===== src/rtl/multiplicacion_secuencial_if.sv =====
//------------------------------------------------------------------------------
// Module   : multiplicacion_secuencial_if
// Brief    : Start/busy/done bus of the sequential multiplier. Adds desborde when
//            MULT_DESBORDE_EN is defined.
// Revision : 1.0 - initial release
//------------------------------------------------------------------------------
`default_nettype none

interface multiplicacion_secuencial_if #(
   parameter int M = 4
);
   logic             inicio;
   logic [M-1:0]     multiplicando;
   logic [M-1:0]     multiplicador;
   logic [2*M-1:0]   producto;
   logic             ocupado;
   logic             listo;
`ifdef MULT_DESBORDE_EN
   logic             desborde;

   modport master (
      output inicio, multiplicando, multiplicador,
      input  producto, ocupado, listo, desborde
   );
   modport slave (
      input  inicio, multiplicando, multiplicador,
      output producto, ocupado, listo, desborde
   );
`else
   modport master (
      output inicio, multiplicando, multiplicador,
      input  producto, ocupado, listo
   );
   modport slave (
      input  inicio, multiplicando, multiplicador,
      output producto, ocupado, listo
   );
`endif
endinterface

`default_nettype wire


===== src/rtl/multiplicacion_secuencial.sv =====
//------------------------------------------------------------------------------
// Module   : multiplicacion_secuencial
// Brief    : Unsigned shift-and-add multiplier, M iterations per product.
//            Optional overflow flag enabled by macro MULT_DESBORDE_EN.
// Revision : 1.0 - initial release
//------------------------------------------------------------------------------
`default_nettype none

module multiplicacion_secuencial #(
   parameter int M = 4
) (
   input  wire logic                   clk,
   input  wire logic                   rst_n,
   multiplicacion_secuencial_if.slave  bus_if
);

   localparam int c_cnt_w = $clog2(M + 1);

   typedef enum logic [0:0] {
      IDLE = 1'b0,
      CALC = 1'b1
   } state_t;

   state_t              state_q;
   logic [M-1:0]        mcand_q;
   logic [2*M:0]        shift_q;      // {carry, accumulator, multiplier}
   logic [c_cnt_w-1:0]  cnt_q;
   logic [2*M-1:0]      producto_q;
   logic                ocupado_q;
   logic                listo_q;
`ifdef MULT_DESBORDE_EN
   logic                desborde_q;
`endif

   logic [M:0]          w_upper;
   logic [2*M:0]        w_shift_next;

   // Add is M+1 bits wide so the carry survives into the shift
   always_comb begin
      w_upper = shift_q[2*M:M];
      if (shift_q[0]) begin
         w_upper = shift_q[2*M:M] + {1'b0, mcand_q};
      end
      w_shift_next = {1'b0, w_upper, shift_q[M-1:1]};
   end

   always_ff @(posedge clk or negedge rst_n) begin
      if (!rst_n) begin
         state_q    <= IDLE;
         mcand_q    <= '0;
         shift_q    <= '0;
         cnt_q      <= '0;
         producto_q <= '0;
         ocupado_q  <= 1'b0;
         listo_q    <= 1'b0;
`ifdef MULT_DESBORDE_EN
         desborde_q <= 1'b0;
`endif
      end else begin
         listo_q <= 1'b0;
         case (state_q)
            IDLE: begin
               ocupado_q <= 1'b0;
               if (bus_if.inicio) begin
                  mcand_q   <= bus_if.multiplicando;
                  shift_q   <= {{(M+1){1'b0}}, bus_if.multiplicador};
                  cnt_q     <= '0;
                  ocupado_q <= 1'b1;
                  state_q   <= CALC;
               end
            end
            CALC: begin
               shift_q <= w_shift_next;
               cnt_q   <= cnt_q + c_cnt_w'(1);
               if (cnt_q == c_cnt_w'(M - 1)) begin
                  producto_q <= w_shift_next[2*M-1:0];
`ifdef MULT_DESBORDE_EN
                  desborde_q <= |w_shift_next[2*M-1:M];
`endif
                  listo_q    <= 1'b1;
                  ocupado_q  <= 1'b0;
                  state_q    <= IDLE;
               end
            end
            default: begin
               state_q   <= IDLE;
               ocupado_q <= 1'b0;
            end
         endcase
      end
   end

   assign bus_if.producto = producto_q;
   assign bus_if.ocupado  = ocupado_q;
   assign bus_if.listo    = listo_q;
`ifdef MULT_DESBORDE_EN
   assign bus_if.desborde = desborde_q;
`endif

endmodule

`default_nettype wire


===== src/flat_wrapper.sv =====
// flat-port wrapper written by rule: the top's interface ports become plain ports
module multiplicacion_secuencial_flat 
#(
   parameter int M = 4
)
  (clk, rst_n, bus_if_inicio, bus_if_multiplicando, bus_if_multiplicador, bus_if_producto, bus_if_ocupado, bus_if_listo);
  multiplicacion_secuencial_if #(.M(M)) bus_if_i ();
  input  wire logic clk;
  input  wire logic rst_n;
  input wire logic [$bits(bus_if_i.inicio)-1:0] bus_if_inicio;
  input wire logic [$bits(bus_if_i.multiplicando)-1:0] bus_if_multiplicando;
  input wire logic [$bits(bus_if_i.multiplicador)-1:0] bus_if_multiplicador;
  output wire logic [$bits(bus_if_i.producto)-1:0] bus_if_producto;
  output wire logic [$bits(bus_if_i.ocupado)-1:0] bus_if_ocupado;
  output wire logic [$bits(bus_if_i.listo)-1:0] bus_if_listo;
  assign bus_if_i.inicio = bus_if_inicio;
  assign bus_if_i.multiplicando = bus_if_multiplicando;
  assign bus_if_i.multiplicador = bus_if_multiplicador;
  assign bus_if_producto = bus_if_i.producto;
  assign bus_if_ocupado = bus_if_i.ocupado;
  assign bus_if_listo = bus_if_i.listo;
  multiplicacion_secuencial #(.M(M)) u_core (.clk(clk), .rst_n(rst_n), .bus_if(bus_if_i));
endmodule

===== config.mk =====
export PLATFORM = sky130hd
export DESIGN_NAME = multiplicacion_secuencial_flat
export DESIGN_NICKNAME = d
export VERILOG_FILES = /design/src/rtl/multiplicacion_secuencial_if.sv /design/src/rtl/multiplicacion_secuencial.sv /design/src/flat_wrapper.sv
export SDC_FILE = /design/constraint.sdc
export NUM_CORES = 1
export LEC_CHECK = 0
export ABC_AREA = 0
export BUFFER_PORTS_ARGS = -buffer_cell sky130_fd_sc_hd__buf_4
export CAP_MARGIN = 20
export CELL_PAD_IN_SITES_DETAIL_PLACEMENT = 1
export CELL_PAD_IN_SITES_GLOBAL_PLACEMENT = 1
export CORE_AREA = 2 2 58 60
export CTS_CLUSTER_DIAMETER = 100
export DETAILED_ROUTE_END_ITERATION = 16
export DIE_AREA = 0 0 60 62
export PLACE_DENSITY_LB_ADDON = 0.1
export SLEW_MARGIN = 20
export SYNTH_ARGS = -nofsm -noshare
export SYNTH_HDL_FRONTEND = slang
export SYNTH_SLANG_ARGS = --single-unit
export TNS_END_PERCENT = 5

===== constraint.sdc =====
create_clock -name clk -period 2.1 [get_ports clk]
set_input_delay 0.525 -clock clk [delete_from_list [all_inputs] [get_ports clk]]
set_output_delay 0.525 -clock clk [all_outputs]
set_load 0.005 [all_outputs]

; Word-level counts from Yosys, hierarchy flattened
; Cells that the tools add are included.
[word_totals]
ff_bits = 27
[op_classes]
add_sub_neg = 2
n_eq_ne = 3
muxes = 12
bitwise = 1
n_reduce_logical = 2
[ops]
columns = operator, count
row1 = $pmux W9 S2, 1
row2 = $mux W9, 1
row3 = $pmux W3 S2, 1
row4 = $add A5 B4 Y5, 1
row5 = $mux W1, 5
row6 = $mux W5, 1
row7 = $ne A2 B2 Y1 const B, 2
row8 = $pmux W1 S2, 2
row9 = $reduce_and A2 Y1, 2
row10 = $add A3 B1 Y3 const B, 1
row11 = $eq A3 B2 Y1 const B, 1
row12 = $mux W3, 1
row13 = $not A1 Y1, 1

; Logic depth before layout (Yosys ltp)
[depth]
ltp_word = 3
depth_mapped = 6
depth_no_buf = 6

; Worst setup path before layout
; Ideal clock, no wire load.
[synth_timing]
kind = reg-to-reg
startpoint = reg u_core.shift_q[4]
endpoint = reg u_core.shift_q[7]
t_arrival_ps = 1419
t_required_ps = 1968
path_slack_ps = 548
path_stages_with_launch = 6
path_buffers = 0
synth_period_minus_slack_ps = 1552
path_cell_list = dfrtp_1 > ha_1 > fa_1 > a21o_1 > a21oi_1 > o32ai_1
[synth_between]
elab_chain_len = 3
[synth_rtl]
columns = element, line_no
row1 = "start, declared", multiplicacion_secuencial.sv:26  ; logic [2*M:0] shift_q;
row2 = "start signal, assigned", multiplicacion_secuencial.sv:66  ; shift_q <= {{(M+1){1'b0}}, bus_if.multiplicador};
row3 = "start signal, assigned", multiplicacion_secuencial.sv:73  ; shift_q <= w_shift_next;
row4 = $add A5 B4 Y5, multiplicacion_secuencial.sv:42  ; w_upper = shift_q[2*M:M] + {1'b0, mcand_q};
row5 = $mux W5, multiplicacion_secuencial.sv:41  ; if (shift_q[0]) begin
row6 = $pmux W9 S2, multiplicacion_secuencial.sv:61  ; case (state_q)
; No other way between the ends.
; A chain may end at the register's enable or synchronous reset.

; Worst setup path in the final report
; Ends and elaborated chain as after synthesis.

==> qor.txt <==
Diodes inserted = 0
share of the yosys chip area belonging to registers = 51.7%
slew margin rel. = 71.2%
Cell variety after synth = 33
CTS Buffer Depth = 2
setup bufs post-CTS = 0
Mapped Nets = 124
core box area = 3180 µm²
first-pass GRT wire length = 4080 µm
critical path class = reg2reg
initial antenna violation count = 0
average size of a mapped cell = 11.9 µm²
Tightest Hold Check Type = in2async
GR Util All Layers = 15.1%
hpwl dp = 1740 µm
root buffer cell = clkbuf_4
Slew Limit Fails = 0
IO buf count = 20
total power divided by cell area = 1370 nW/µm²
Startpoint Class = flip-flop
CTS tree = built
1st-iter DRT viols = 22
CP required = 2310 ps
Overall Power = 2.01 mW
Nets = 144
Antenna Nets Post-Route = 0
most frequent cells in the layout = dfrtp_1, buf_4, mux2i_1, nand2_1, mux2_1
final setup TNS = 0 ps
grt peak-use layer = met2
Vias/cell = 4.98
Worst-Margin Slew = 433 ps
CP max stage delay = 420 ps
Post-Synthesis Cell Area = 1260 µm²
crit path DAT = 1920 ps
GP Congestion = 0.680
Tmin final = 1710 ps
cts hold-fix bufs = 0
worst vdd ir = 0.577 mV
total wire length = 2450 µm
leakage = 0.720 nW
Post-Syn Instances = 106
critical path capture point type = flip-flop
Vias = 851
slack of the worst reg-to-reg path = 390 ps
vias in the first global route = 853
CTS H-Tree Depth = 1
share of layout cells above drive strength 1 = 24.0%
# DRC = 0
count of yosys warnings during synthesis = 0
most common cell after layout, fill and taps aside = dfrtp_1
CTS buffer count = 3
Initial Util = 39.6%
post-DR wirelength/cell = 14.3 µm
DIE WIDTH = 60 µm
RSZ-0062 raised after global routing = false
die area = 3720 µm²
period utilisation layout = 81.6%
met2 usage = 24.1%
Setup-failing EPs final = 0
pin count of the biggest net entering global routing = 27
Clock Skews = 8.88 ps
R2R Path Start = u_core.shift_q[4]
register bit total from synthesis = 26
Pre-antenna DRT Iters = 4
Max stage delay cell, worst path = dfrtp_1
crit-path cells = ha_1, fa_1, a21o_1, a21oi_1, o32ai_1
Final Hold Fails = 0
post_cts resized = 0
gr ovfl total = 0
worst skew pair latency = 320 ps
num rows = 21
clk slew on worst S/H paths = 150 ps
Max Cap Viol = 0
Ports = 21
Die Ht = 62 µm
Reg2Reg Capture Point = u_core.shift_q[7]
FF-to-FF path depth = 5
met3 usage = 1.86%
run status = complete, no violations
FMAX = 584 MHz
Area growth syn-to-layout = 16.6%
met1 GRT Util = 21.5%
CP max FO = 3
clock sink total = 26
post-layout util = 46.1%
-- worst max-delay path by stage --
stage	start	end	slack, ps	cells after the start
finish	u_core.shift_q[4]	u_core.shift_q[7]	390	5
global route	u_core.shift_q[4]	u_core.shift_q[7]	280	5
CTS	u_core.shift_q[4]	u_core.shift_q[7]	360	5
detailed placement	u_core.shift_q[4]	u_core.shift_q[7]	390	5
global placement	u_core.shift_q[4]	u_core.shift_q[7]	490	5
floorplan	u_core.shift_q[4]	u_core.shift_q[7]	550	5
-- metal layers --
layer	routed length (µm)	up-vias
li1	-	409
met1	1170	431
met4	20	0
met2	1210	9
met5	0	-
met3	56	2
-- cells in the mapped netlist (all sizes together) --
cell,count,area share (%)
a31oi,1,0.50
or3,1,0.50
o31ai,2,1.2
dfrtp,26,52
nand3b,1,0.60
mux2i,9,7.2
inv,4,1.4
nor3b,1,0.60
nor2b,3,1.7
mux2,7,6.3
nand4,2,0.99
nor3,2,0.80
a22o,1,0.70
nand2,9,3.3
a21o,2,1.2
buf,6,3.4
nand2b,4,2.0
fa,1,1.6
o32ai,1,0.70
o211ai,1,0.60
nor2,3,0.90
xnor2,1,0.70
ha,6,6.0
o21ai,6,2.4
a21oi,4,1.9
a211o,1,0.70
a211oi,1,0.60
-- layout make-up --
cell class                      count  area, µm²
Multi-Input combinational cell     70        547
Tap cell                           46       57.6
Sequential cell                    26        651
Timing Repair Buffer               21        158
Fill cell                         357       1710
Inverter                            4       17.5
Clock buffer                        4       36.3
-- kinds of logic (layout without fill, tap and decap cells) --
| family | Yosys count | count (layout) | synth area share, % |
|---|---|---|---|
| compound gates | 20 | 20 | 10.4 |
| xor+xnor | 1 | 1 | 0.697 |
| fa+ha+maj | 7 | 7 | 7.56 |
| buf+inv | 10 | 29 | 4.78 |
| flops | 26 | 26 | 51.7 |
| mux | 16 | 16 | 13.4 |
| simple gates | 26 | 26 | 11.3 |
-- worst max-delay path: cells and delay by family (launching register included) --
kind	cells	cell delay, ps
AO/OA/AOI/OAI	3	530
adder cells (fa/ha/maj)	2	660
flip-flops	1	420
-- power breakdown --
part	internal, mW	leakage, nW	switching [mW]
clock	0.106	0.0210	0.147
combinational	0.444	0.375	0.413
sequential	0.723	0.324	0.179
total	1.27	0.720	0.740
-- flip-flops by register name, summed over array words and instances, names as in the netlist --
signal and cells:
u_core.bus_if.listo 1, u_core.bus_if.ocupado 1, u_core.bus_if.producto 8, u_core.cnt_q 3, u_core.mcand_q 4, u_core.shift_q 8, u_core.state_q 1
-- stage by stage --
step	setup slack, ps	cells	hold slack (ps)	cell area [µm²]
after floorplan	548	106	229	1260
after global placement	486	167	457	1430
after detailed placement	390	167	456	1430
after CTS	365	171	87.1	1470
after global routing	281	171	95.1	1470
final	386	171	89.3	1470
Power figures use the tool's default switching activity.
